<file path="src/rtl/mem_pkg.sv">
// Shared definitions for the load/store sequencer: access-type codes,
// FSM state encoding and access-size decoding.
package mem_pkg;

   localparam logic [2:0] MT_LW  = 3'd0;
   localparam logic [2:0] MT_LH  = 3'd1;
   localparam logic [2:0] MT_LHU = 3'd2;
   localparam logic [2:0] MT_LB  = 3'd3;
   localparam logic [2:0] MT_LBU = 3'd4;

   typedef enum logic [1:0] {
      S_IDLE,
      S_REQ,
      S_FIN,
      S_ERR
   } state_t;

   typedef enum logic [1:0] {
      SZ_WORD,
      SZ_HALF,
      SZ_BYTE
   } size_t;

   // Codes 5..7 fall through to word.
   function automatic size_t decode_size(input logic [2:0] mt);
      case (mt)
         MT_LH, MT_LHU: decode_size = SZ_HALF;
         MT_LB, MT_LBU: decode_size = SZ_BYTE;
         default:       decode_size = SZ_WORD;
      endcase
   endfunction

endpackage

</file>
<file path="src/rtl/load_extract.sv">
// Combinational lane select and sign/zero extension of a loaded memory word.
module load_extract (
   input  logic [31:0] word,
   input  logic [1:0]  offset,
   input  logic [2:0]  mem_type,
   output logic [31:0] result
);
   import mem_pkg::*;

   logic [15:0] half;
   logic [7:0]  byte_v;

   always_comb begin
      half = offset[1] ? word[31:16] : word[15:0];
      case (offset)
         2'd0:    byte_v = word[7:0];
         2'd1:    byte_v = word[15:8];
         2'd2:    byte_v = word[23:16];
         default: byte_v = word[31:24];
      endcase
      case (mem_type)
         MT_LH:   result = {{16{half[15]}}, half};
         MT_LHU:  result = {16'h0000, half};
         MT_LB:   result = {{24{byte_v[7]}}, byte_v};
         MT_LBU:  result = {24'h000000, byte_v};
         default: result = word;
      endcase
   end

endmodule

</file>
<file path="src/rtl/mem_access_ctrl.sv">
// Multi-cycle load/store sequencer: alignment check, registered memory request
// with byte enables, ack/timeout handling and extended load return.
module mem_access_ctrl #(
   parameter int unsigned TIMEOUT = 15
) (
   input  logic        clk,
   input  logic        rst_n,
   input  logic        start,
   input  logic        is_store,
   input  logic [2:0]  mem_type,
   input  logic [31:0] addr,
   input  logic [31:0] wdata,
   output logic        busy,
   output logic        done,
   output logic [31:0] rdata,
   output logic        misalign,
   output logic        timeout,
   output logic        mem_req,
   output logic        mem_we,
   output logic [3:0]  mem_be,
   output logic [31:0] mem_addr,
   output logic [31:0] mem_wdata,
   input  logic        mem_ack,
   input  logic [31:0] mem_rdata
);
   import mem_pkg::*;

   localparam logic [7:0] LAST_CNT = 8'(TIMEOUT - 1);

   state_t      state, state_next;
   logic [7:0]  cnt;
   logic        is_store_q;
   logic [2:0]  type_q;
   logic [1:0]  off_q;
   logic        err_to;
   size_t       size_in;
   logic        misaligned;
   logic [3:0]  be_in;
   logic [31:0] wd_in;
   logic [31:0] ext;

   load_extract u_ext (
      .word     (mem_rdata),
      .offset   (off_q),
      .mem_type (type_q),
      .result   (ext)
   );

   always_comb begin
      size_in    = decode_size(mem_type);
      misaligned = ((size_in == SZ_WORD) && (addr[1:0] != 2'b00)) ||
                   ((size_in == SZ_HALF) && addr[0]);
      case (size_in)
         SZ_HALF: begin
            be_in = addr[1] ? 4'b1100 : 4'b0011;
            wd_in = {2{wdata[15:0]}};
         end
         SZ_BYTE: begin
            be_in = 4'b0001 << addr[1:0];
            wd_in = {4{wdata[7:0]}};
         end
         default: begin
            be_in = 4'b1111;
            wd_in = wdata;
         end
      endcase
   end

   always_comb begin
      state_next = state;
      busy       = (state != S_IDLE);
      done       = (state == S_FIN) || (state == S_ERR);
      misalign   = (state == S_ERR) && !err_to;
      timeout    = (state == S_ERR) && err_to;
      case (state)
         S_IDLE: if (start) state_next = misaligned ? S_ERR : S_REQ;
         // Ack takes priority over the timeout limit in the same cycle.
         S_REQ: begin
            if (mem_ack)               state_next = S_FIN;
            else if (cnt == LAST_CNT)  state_next = S_ERR;
         end
         default: state_next = S_IDLE;
      endcase
   end

   always_ff @(posedge clk or negedge rst_n) begin
      if (!rst_n) begin
         state      <= S_IDLE;
         cnt        <= '0;
         is_store_q <= 1'b0;
         type_q     <= '0;
         off_q      <= '0;
         err_to     <= 1'b0;
         rdata      <= '0;
         mem_req    <= 1'b0;
         mem_we     <= 1'b0;
         mem_be     <= '0;
         mem_addr   <= '0;
         mem_wdata  <= '0;
      end else begin
         state   <= state_next;
         mem_req <= (state_next == S_REQ);
         case (state)
            S_IDLE: if (start) begin
               is_store_q <= is_store;
               type_q     <= mem_type;
               off_q      <= addr[1:0];
               cnt        <= '0;
               err_to     <= 1'b0;
               mem_addr   <= {addr[31:2], 2'b00};
               mem_we     <= is_store && !misaligned;
               mem_be     <= be_in;
               mem_wdata  <= wd_in;
            end
            S_REQ: begin
               if (mem_ack) begin
                  if (!is_store_q) rdata <= ext;
                  mem_we <= 1'b0;
               end else if (cnt == LAST_CNT) begin
                  err_to <= 1'b1;
                  mem_we <= 1'b0;
               end else begin
                  cnt <= cnt + 8'd1;
               end
            end
            default: ;
         endcase
      end
   end

endmodule

</file>
<file path="config.mk">
export PLATFORM = sky130hd
export DESIGN_NAME = mem_access_ctrl
export DESIGN_NICKNAME = d
export VERILOG_FILES = /design/src/rtl/mem_pkg.sv /design/src/rtl/load_extract.sv /design/src/rtl/mem_access_ctrl.sv
export SDC_FILE = /design/constraint.sdc
export NUM_CORES = 1
export LEC_CHECK = 0
export ABC_CLOCK_PERIOD_IN_PS = 3700
export CELL_PAD_IN_SITES_DETAIL_PLACEMENT = 0
export CELL_PAD_IN_SITES_GLOBAL_PLACEMENT = 1
export CORE_MARGIN = 1.5
export CORE_UTILIZATION = 35
export DETAILED_ROUTE_END_ITERATION = 10
export MAX_ROUTING_LAYER = met4
export PLACE_DENSITY_LB_ADDON = 0.1
export SETUP_SLACK_MARGIN = 0.15
export SLEW_MARGIN = 20
export SYNTH_ARGS = -nofsm -noshare
export SYNTH_HDL_FRONTEND = slang
export SYNTH_SLANG_ARGS = --single-unit
</file>
<file path="constraint.sdc">
create_clock -name clk -period 3.7 [get_ports clk]
set_input_delay 0.74 -clock clk [delete_from_list [all_inputs] [get_ports clk]]
set_output_delay 0.74 -clock clk [all_outputs]
set_load 0.05 [all_outputs]
</file>
-- Word level (Yosys, flattened, before mapping)
Index checks and enable logic that the tools add are counted.
- $add $sub $neg: 1
- multipliers: 0
- div/mod/pow operators: 0
- $lt $le $gt $ge: 0
- equal/unequal tests: 22
- shifts and indexed selects: 1
- mux-type cells: 24
- bitwise gates (word level): 1
- reductions and logical operators: 22
- operators with widths (operator ; count):
    case mux 32 bit (4 select lines) ; 1
    case mux 32 bit (2 select lines) ; 1
    2-to-1 mux 8 bit ; 3
    case mux 8 bit (3 select lines) ; 1
    2-to-1 mux 16 bit ; 1
    case mux 8 bit (2 select lines) ; 1
    equality test 3 x 2 -> 1 bit (second input constant) ; 4
    adder 8 x 1 -> 8 bit (second input constant) ; 1
    equality test 2 x 1 -> 1 bit (second input constant) ; 4
    equality test 2 bit (second input constant) ; 4
    equality test 8 x 4 -> 1 bit (second input constant) ; 1
    2-to-1 mux 2 bit ; 4
    inequality test 2 bit (second input constant) ; 4
    case mux 2 bit (2 select lines) ; 2
    case mux 4 bit (2 select lines) ; 1
    AND reduction 4 bit ; 2
    equality test 3 x 1 -> 1 bit (second input constant) ; 2
    equality test 3 bit (second input constant) ; 2
    logical NOT 2 bit ; 3
    2-to-1 mux 1 bit ; 6
    AND reduction 3 bit ; 2
    nonzero test 2 bit ; 3
    logical AND 1 bit ; 5
    2-to-1 mux 4 bit ; 1
    8 further kinds ; 12
- bits in registers: 117
- bits in latches: 0
- bits in writable memories: 0
- bits in read-only memories: 0
- bits of input ports: 104
- output and inout bits: 106
- word-level logic and storage cells: 83
- memories: 0

-- Logic depth before layout (Yosys ltp)
Gate-level depths: netlist (run 1).
- depth in word-level cells: 10
- mapped depth: 10
- gate-level depth less buffers: 9

-- Hierarchy
Synthesis (run 1) repeated with hierarchy kept, for this count alone.
- cell total of the unflattened synthesis: 640
- area, all modules: 6047.0 um^2
- modules (own cells, without submodules) (module ; instances ; cells an instance ; area each (um^2) ; seq. area each (um^2)):
    mem_access_ctrl ; 1 ; 489 ; 4906.0 ; 2927.8
    load_extract ; 1 ; 151 ; 1141.1 ; 0.0

-- Worst setup path before layout (run 1)
OpenSTA, ideal clock, no wires.
- path type: input -> register
- start: input mem_type[1]
- end: register mem_wdata[13]
- setup time: 125 ps
- arrival: 2040 ps
- data required time: 3575 ps
- setup slack: 1536 ps
- stages on the path: 8
- buffers on the path: 2
- cell sequence: xor2_1 nand2b_1 ha_1 clkbuf_1 clkbuf_1 nor2_1 nor2_1 a21oi_1
- longest elaborated chain between the ends: 5
- elaborated cells on any way between the ends: 10
- classes of those cells: 6 x eq/ne; 2 x mux; 2 x reduce/logical
- ends and longest elaborated chain (element ; line ; source):
    from (decl) ; mem_access_ctrl.sv:10 ; input logic [2:0] mem_type,
    equality test 3 x 2 -> 1 bit (tied with other cells) ; mem_pkg.sv:26 ; case (mt)
    OR reduction 2 bit ; mem_pkg.sv:26 ;
    case mux 2 bit (2 select lines) (*) ; mem_pkg.sv:26 ;
    equality test 2 bit or equality test 2 x 1 -> 1 bit (tied branches) ; mem_access_ctrl.sv:53 ; case (size_in)
    case mux 32 bit (2 select lines) (*) ; mem_access_ctrl.sv:53 ;
    to (signal assigned) ; mem_access_ctrl.sv:113 ; mem_wdata <= wd_in;
    to (decl) ; mem_access_ctrl.sv:22 ; output logic [31:0] mem_wdata,
Mark *: on every way between the ends. The rest lies on a longest branch, timed or not.
A chain may end at the register's enable or synchronous reset.

-- Worst setup path in the final report (run 1)
- start: input mem_type[1]
- end: register mem_wdata[18]
Same word-level chain as after synthesis.

==> results_dict.tcl, run 1 <==
set metrics [dict create \
    outcome "complete, no violations" \
    max_freq_mhz 366.5 \
    drtIter0Drc 252 \
    path_clk_slew_ns 0.05 \
    antenna_cells 0 \
    postCtsSetupBuffers 0 \
    hold_viol 0 \
    synth-edff-count 0 \
    dpl_cell_area_um2 7893 \
    cp-end-kind "flop" \
    io_buffers 207 \
    hold_class "in -> async" \
    root_buffer "clkbuf_16" \
    rsz0062_at_grt "no" \
    syn_to_final_growth_pct 49.62 \
    num_vias 5351 \
    multiInputGateArea_um2 2504 \
    crit_chain "clkdlybuf4s50_1 > nand2_1 > o21ai_0 > ha_1 > nor2_1 > nor2_1 > a221oi_1 > nor2_1" \
    post-route-util_pct 53.37 \
    seq_area_um2 2929 \
    start_util_pct 35.67 \
    tightest_slew_ns 0.8151 \
    cts_made_buffers 17 \
    syn_area_per_cell_um2 8.849 \
    pin_count 210 \
    yosysUniqueCellTypes 49 \
    critPathArrivalTime_ns 3.07 \
    seq_area_frac_synth_pct 51.86 \
    drive_above_1_share_pct 6.161 \
    antenna_left 0 \
    die_area_um2 16900 \
    max_stage_delay_ns 0.54 \
    final_max_slew_viol_count 0 \
    period_needed_ns 2.728 \
    path_delay_family "simple AND/OR/NAND/NOR gates" \
    num_rows 46 \
    stdcell_area_um2 8447 \
    cp_common_cell "nor2_1" \
    core-area_um2 15830 \
    grt_pass1_vias 5437 \
    period_share_pct 73.74 \
    layout_commonest_cell "clkdlybuf4s50_1" \
    worstSkewPairLatency_ns 0.41 \
    slowest_stage "clkdlybuf4s50_1" \
    grt_pass1_wl_mm 27.77 \
    powerDensity_nw_per_um2 1056 \
    synthArstFlopShare_pct 100.0 \
    route.detailed.drc 0 \
    n_fill_cell 1461 \
    grt_overflow 0 \
    critPathRequiredTime_ns 4.04 \
    finClkSkew_ns 0.006524 \
    setup_violations 0 \
    postSynthCellCount 638 \
    synth_area_um2 5645 \
    antenna_found_initial 0 \
    die_x_um 130 \
    hold_slack_ns 0.3797 \
    cp_max_fo 11 \
    gp_congestion 0.8551 \
    cts_buffer_depth 2 \
    grt_max_degree 55 \
    synthFlopType "dfrtp_1" \
    leakage_uw 0.003761 \
    slew_headroom_pct 45.66 \
    track_usage_pct 21.94 \
    crit_path_start_kind "input pin" \
    cts.sinks 117 \
    cts_resized 0 \
    cp_num_buf_inv 1 \
    first_pass_iters 4 \
    htreeDepth 4 \
    cts_hold_buf 0 \
    viasPerCell 5.048 \
    ir_drop_mv 0.5248 \
    layout_common_cells "clkdlybuf4s50_1, nand2_1, dfrtp_1" \
    dpl.hpwl_mm 12.26 \
    maxCapViolations 0 \
    final.setup.tns_ns 0 \
    ys_ff_latch 117 \
    crit_type "in -> reg" \
    nets 941 \
    totalWireLength_mm 17.45 \
    ys_warn_count 0 \
    cts_tree "yes" \
    wire_per_inst_um 16.46 \
    die_h_um 130 \
]
==> cells in the mapped netlist (2+ instances only) <==
master     count  area, um2
a22oi_1       13      97.59
a22o_1         2      17.52
a31oi_1        2      12.51
nor2_1        87      326.6
inv_1          8      30.03
nor3b_2        2      25.02
and2_1         3      18.77
dfrtp_1      117       2928
xnor2_1        2      17.52
nand2_1      175      656.9
ha_1           5      62.56
a32oi_1        4      35.03
a21o_1        10      75.07
buf_4          4      30.03
mux2i_1        9      90.09
xor2_1         6      52.55
a221oi_1       9      78.83
a221o_1        2      20.02
nor2b_1        7      43.79
nor3_1         2      10.01
maj3_1         5      50.05
o211ai_1       3      22.52
nand4_1        3      18.77
buf_2          9      45.04
and3_1         4      25.02
o21ai_0        5      25.02
a211o_1        7      61.31
o21ai_1        8      40.04
a21oi_1       66      330.3
nand2b_1       3      18.77
mux4_2         4      90.09
o2bb2ai_1      5      43.79
nand3_1        3      15.01
clkbuf_1      29      108.9
==> state kept, by name (all words and copies together), names as in the netlist, 2 cells and up <==
register   count
mem_addr      30
cnt            8
rdata         32
mem_wdata     32
off_q          2
state          2
mem_be         4
type_q         3
==> layout make-up <==
cell class                      instances  area share (%)
Clock buffer                           22           5.614
Tap cell                              216           3.200
Clock inverter                          9          0.9332
Multi-Input combinational cell        470           29.64
Inverter                                9          0.3999
Sequential cell                       117           34.68
Timing Repair Buffer                  217           25.54
==> where the power goes <==
part           leakage, uW  internal, uW  switching [uW]
Combinational      0.00209          1690            3300
Clock             0.000272           966             577
Sequential         0.00140          1880             509
Total              0.00376          4540            4380
==> routing by layer <==
| metal | vias to the layer above | wire (um) | global-route usage, % |
|---|---|---|---|
| met2 | 177 | 8540 | 35.39 |
| met5 | - | 0 | - |
| li1 | 2543 | - | - |
| met4 | 0 | 284 | 7.974 |
| met3 | 23 | 1023 | 5.002 |
| met1 | 2608 | 7598 | 27.05 |
==> per-stage QoR <==
| stage | setup slack (ns) | total power (uW) | std cells |
|---|---|---|---|
| after floorplan | 1.536 | 5668 | 639 |
| after global placement | 0.5904 | 7325 | 1029 |
| after detailed placement | 0.4854 | 7410 | 1029 |
| after CTS | 0.9121 | 8995 | 1060 |
| after global routing | 0.6822 | 9415 | 1060 |
| final | 0.9716 | 8921 | 1060 |
==> path summary, 6_finish.rpt <==
check | startpoint | to | slack [ns] | cells after the start
setup / recovery | mem_type[1] | mem_wdata[18] | 0.97 | 8
max in group asynchronous | rst_n | mem_addr[23] | 2.40 | 2
hold / removal | rst_n | mem_addr[21] | 0.38 | 1
hold reg to reg | mem_addr[14] | mem_addr[14] | 0.47 | 2
min in group clk | mem_addr[14] | mem_addr[14] | 0.47 | 2
setup reg to reg | off_q[1] | rdata[19] | 1.51 | 4
==> cell families after synthesis <==
group	Yosys count	synth area share [%]
and+or+nand+nor	297	21.81
AOI/OAI and AO/OA	139	15.71
DFF	117	51.86
buffers and inverters	52	3.923
muxes	14	3.391
adders and majority gates	10	1.995
xor gates and xnor gates	8	1.241
other	1	0.06643
Power figures use the tool's default switching activity.
==> inputs of run 2 (changes only) <==
--- a/config.mk
+++ b/config.mk
@@ -5,11 +5,11 @@
 export SDC_FILE = /design/constraint.sdc
 export NUM_CORES = 1
 export LEC_CHECK = 0
-export ABC_CLOCK_PERIOD_IN_PS = 3700
+export ABC_CLOCK_PERIOD_IN_PS = 2600
 export CELL_PAD_IN_SITES_DETAIL_PLACEMENT = 0
 export CELL_PAD_IN_SITES_GLOBAL_PLACEMENT = 1
 export CORE_MARGIN = 1.5
-export CORE_UTILIZATION = 35
+export CORE_UTILIZATION = 32
 export DETAILED_ROUTE_END_ITERATION = 10
 export MAX_ROUTING_LAYER = met4
 export PLACE_DENSITY_LB_ADDON = 0.1
==> constraint.sdc (replaced) <==
create_clock -name clk -period 2.6 [get_ports clk]
set_input_delay 0.52 -clock clk [delete_from_list [all_inputs] [get_ports clk]]
set_output_delay 0.52 -clock clk [all_outputs]
set_load 0.05 [all_outputs]
==> results_dict.tcl, run 2 (synthesis gave the netlist of run 1 again) <==
set metrics [dict create \
    outcome "complete, no violations" \
    gp_congestion 0.8319 \
    cts_resized 3 \
    critPathRequiredTime_ns 2.08 \
    io_buffers 207 \
    worstReg2RegStart "off_q[1]" \
    htreeDepth 4 \
    finClkSkew_ns 0.005818 \
    rsz0062_at_grt "no" \
    cts_buffer_depth 2 \
    maxCapViolations 0 \
    cts_made_buffers 17 \
    path_clk_slew_ns 0.05 \
    antenna_found_initial 0 \
    drtIter0Drc 297 \
    nets 950 \
    totalWireLength_mm 17.82 \
    route.detailed.drc 0 \
    cp-end-kind "output pin" \
    layout_commonest_cell "clkdlybuf4s50_1" \
    cts.sinks 117 \
    viasPerCell 4.966 \
    slowest_stage "clkdlybuf4s50_1" \
    num_vias 5353 \
    crit_start "state[1]" \
    die_x_um 135.8 \
    crit_chain "clkdlybuf4s50_1" \
    critPathArrivalTime_ns 1.81 \
    max_freq_mhz 429.6 \
    period_share_pct 89.53 \
    path_delay_family "buffers and inverters" \
    grt_overflow 0 \
    reg_top3 "mem_wdata: 32 flops, rdata: 32 flops, mem_addr: 30 flops" \
    cts_hold_buf 0 \
    die_area_um2 18450 \
    dpl_cell_area_um2 7984 \
    grt_pass1_vias 5533 \
    period_needed_ns 2.328 \
    grt_pass1_wl_mm 28.43 \
    slew_headroom_pct 50.08 \
    setup_slack_ns 0.2723 \
    syn_to_final_growth_pct 51.84 \
    finalPower_uw 12900 \
    first_pass_iters 4 \
    post-route-util_pct 49.56 \
    hold_class "in -> async" \
    hold_viol 0 \
    grt_max_degree 58 \
    core-area_um2 17300 \
    wire_per_inst_um 16.53 \
    num_rows 48 \
    pin_count 210 \
    tightest_slew_ns 0.7488 \
    cp_num_buf_inv 1 \
    cp_max_fo 9 \
    drive_above_1_share_pct 6.917 \
    crit_type "reg -> out" \
    setup_violations 0 \
    start_util_pct 32.64 \
    max_stage_delay_ns 0.89 \
    final_max_slew_viol_count 0 \
    worstSkewPairLatency_ns 0.41 \
    antenna_left 0 \
    pre_cts_ws_ns 0.009940 \
    ir_drop_mv 0.7592 \
    postCtsSetupBuffers 0 \
    layout_common_cells "clkdlybuf4s50_1, nand2_1, dfrtp_1" \
    root_buffer "clkbuf_16" \
    antenna_cells 0 \
    track_usage_pct 20.55 \
    cts_tree "yes" \
    crit_path_start_kind "flop" \
    r2r_slack_ns 0.63 \
    dpl.hpwl_mm 12.77 \
    leakage_uw 0.003834 \
    final.setup.tns_ns 0 \
    powerDensity_nw_per_um2 1505 \
    die_h_um 135.8 \
    stdcell_area_um2 8572 \
]
-- run 2: changes by cell type in the layout (fill, tap and decap cells not counted), sizes merged --
cell           previous run  this run
clkinvlp                  2         3
buf                      11        20
clkinv                    7         4
clkdlybuf4s50           206       203
bufinv                    1         3
dlygate4sd2               0         3
-- run 2: area by class of cell --
type / instances / area [um2]
multi-input cells: 470 / 2504
inverters: 9 / 33.78
clock buffers: 22 / 464.2
well taps: 225 / 281.5
repair buffers: 226 / 2233
fillers: 1611 / 8725
clock inverters: 9 / 127.6
flip-flops and latches: 117 / 2928
-- run 2: metal layers --
layer	vias to the layer above	share of wire (%)	track usage (%)
li1	2552	-	-
met1	2579	44	25.29
met3	22	6.5	5.257
met2	200	48	32.40
met4	0	2.0	8.005
met5	-	0	-
-- run 2: worst register-to-register path: stages (launching register included) --
cell and delay [ns]:
dfrtp_1 0.61, buf_4 0.33, nor2b_1 0.16, maj3_1 0.36, a211o_1 0.30, a21oi_1 0.14
-- run 2: worst paths after layout --
kind,cells past startpoint,to
min,1,rdata[24]
max,1,done
min reg2reg,2,mem_addr[7]
max in group asynchronous,2,mem_wdata[16]
max reg2reg,5,rdata[12]
min in group clk,2,mem_addr[7]
-- run 2: where the power goes --
part / internal (uW) / switching, uW
Clock: 1550 / 815
Combinational: 2450 / 4760
Sequential: 2670 / 663
-- run 2: through the flow --
| step | cells | hold slack, ns |
|---|---|---|
| 4_1_cts | 1078 | 0.1035 |
| 2_1_floorplan | 639 | 0.2244 |
| 6_report | 1078 | 0.09059 |
| 3_3_place_gp | 1047 | 0.4580 |
| 3_5_place_dp | 1047 | 0.4625 |
| 5_1_grt | 1078 | 0.1194 |
==> inputs of run 3 (changes only) <==
--- a/config.mk
+++ b/config.mk
@@ -13,6 +13,7 @@
 export DETAILED_ROUTE_END_ITERATION = 10
 export MAX_ROUTING_LAYER = met4
 export PLACE_DENSITY_LB_ADDON = 0.1
+export REMOVE_ABC_BUFFERS = 1
 export SETUP_SLACK_MARGIN = 0.15
 export SLEW_MARGIN = 20
 export SYNTH_ARGS = -nofsm -noshare
==> results_dict.tcl, run 3 (synthesis gave the netlist of run 1 again) <==
set metrics [dict create \
    core-area_um2 17300 \
    critPathRequiredTime_ns 2.08 \
    syn_to_final_growth_pct 53.19 \
    worstSkewPairLatency_ns 0.42 \
    die_h_um 135.8 \
    n_fill_cell 1602 \
    critPathArrivalTime_ns 1.74 \
    period_needed_ns 2.263 \
    die_area_um2 18450 \
    cts.sinks 117 \
    cts_tree "yes" \
    clkPwrFrac_pct 18.9 \
    comb_power_share_pct 55.8 \
    multiInputGateArea_um2 2506 \
    cp-end-kind "output pin" \
    track_usage_pct 20.17 \
    nets 952 \
    antenna_left 0 \
    slew_headroom_pct 47.35 \
    tightest_slew_ns 0.7897 \
    hold_viol 0 \
    viasPerCell 4.855 \
    htreeDepth 4 \
    setup_violations 0 \
    cts_made_buffers 17 \
    final_max_slew_viol_count 0 \
    layout_common_cells "clkdlybuf4s50_1, nand2_1, dfrtp_1" \
    max_stage_delay_ns 0.85 \
    ir_drop_mv 0.7549 \
    crit_type "reg -> out" \
    seq_area_um2 2928 \
    dp.cells 1049 \
    powerDensity_nw_per_um2 1512 \
    layout_commonest_cell "clkdlybuf4s50_1" \
    crit_chain "clkdlybuf4s50_1" \
    dpl.hpwl_mm 12.68 \
    pin_count 210 \
    hold_class "in -> async" \
    stdcell_count 1080 \
    max_freq_mhz 442.0 \
    start_util_pct 32.64 \
    antenna_cells 0 \
    num_rows 48 \
    cts_buffer_depth 2 \
    p_int_uw 6813 \
    totalWireLength_mm 17.69 \
    die_x_um 135.8 \
    maxCapViolations 0 \
    gp_congestion 0.8216 \
    p_sw_share_pct 47.91 \
    period_share_pct 87.02 \
    grt_pass1_vias 5389 \
    antenna_found_initial 0 \
    path_clk_slew_ns 0.05 \
    drtIter0Drc 235 \
    crit_path_start_kind "flop" \
    final.setup.tns_ns 0 \
    first_pass_iters 4 \
    seqPwrFrac_pct 25.3 \
    dpl_cell_area_um2 8024 \
    cp_num_buf_inv 1 \
    grt_overflow 0 \
    route.detailed.drc 0 \
    reg_top3 "mem_wdata: 32 flops, rdata: 32 flops, mem_addr: 30 flops" \
    post-route-util_pct 50.00 \
    drive_above_1_share_pct 7.368 \
    cts_hold_buf 0 \
    io_buffers 207 \
    wire_per_inst_um 16.38 \
    slowest_stage "clkdlybuf4s50_1" \
    root_buffer "clkbuf_16" \
    rsz0062_at_grt "no" \
    leakage_uw 0.003911 \
    stdcell_area_um2 8648 \
    power.switching_uw 6266 \
    cp_max_fo 9 \
    path_delay_family "buffers and inverters" \
    grt_max_degree 71 \
    num_vias 5243 \
    grt_pass1_wl_mm 27.75 \
    finClkSkew_ns 0.01071 \
    outcome "complete, no violations" \
]
run 3: cell types whose count changed in the layout (fill, tap and decap cells not counted):
cell / delta
buf_12: +2
bufinv_16: +1
clkbuf_1: -1
clkinv_2: +2
clkinv_4: +1
clkinvlp_4: -3
dlygate4sd2_1: -3
dlymetal6s2s_1: +3
nor2_1: -1
nor2_2: +1
run 3: cell type report:
type | instances | area share, %
flip-flops and latches | 117 | 33.85
repair buffers | 228 | 26.42
well taps | 225 | 3.255
clock buffers | 21 | 5.324
clock inverters | 10 | 1.780
inverters | 9 | 0.3906
multi-input cells | 470 | 28.98
run 3: per-layer routing:
layer	routed length (um)	track usage (%)	up-vias
met3	1378	6.339	24
met5	0	-	-
li1	-	-	2564
met1	7708	24.27	2475
met2	8246	31.50	180
met4	353	8.005	0
run 3: worst paths after layout:
kind,from,cells after the start,to,slack [ns]
worst max-delay path,state[1],1,done,0.34
worst min-delay path,rst_n,1,mem_wdata[15],0.19
worst max register to register,type_q[0],4,rdata[5],0.64
worst min register to register,mem_addr[16],2,mem_addr[16],0.47
max in group asynchronous,rst_n,2,off_q[0],1.73
min in group clk,mem_addr[16],2,mem_addr[16],0.47
run 3: stage by stage:
step	setup WS [ns]	hold WS, ns	total power [uW]
CTS	0.1512	0.2149	13210
floorplan	-0.05067	0.2244	7933
global route	0.2454	0.2248	13800
detailed placement	-0.1653	0.4610	10670
finish	0.3374	0.1851	13080
global placement	-0.01286	0.4572	10580
run 3: worst reg2reg max path, stage by stage (launching register included):
cell and delay (ns):
dfrtp_1 0.80, xnor2_1 0.20, nor3b_2 0.55, a22oi_1 0.19
a21oi_1 0.15
run 3: power by group through the flow:
stage / Clock, uW / Sequential (uW) / Combinational, uW
final: 2470 / 3310 / 7290
after global routing: 2610 / 3430 / 7760
after CTS: 2530 / 3320 / 7360
after detailed placement: 0 / 3330 / 7350
after global placement: 0 / 3290 / 7280
after floorplan: 0 / 6000 / 1930
run 3: timing repair:
item | in CTS | in global routing
setup endpoints to repair | 0 | 8
endpoints found under the hold margin | 0 | 0
buffers inserted | 0 | 0
resized for setup | 0 | 4
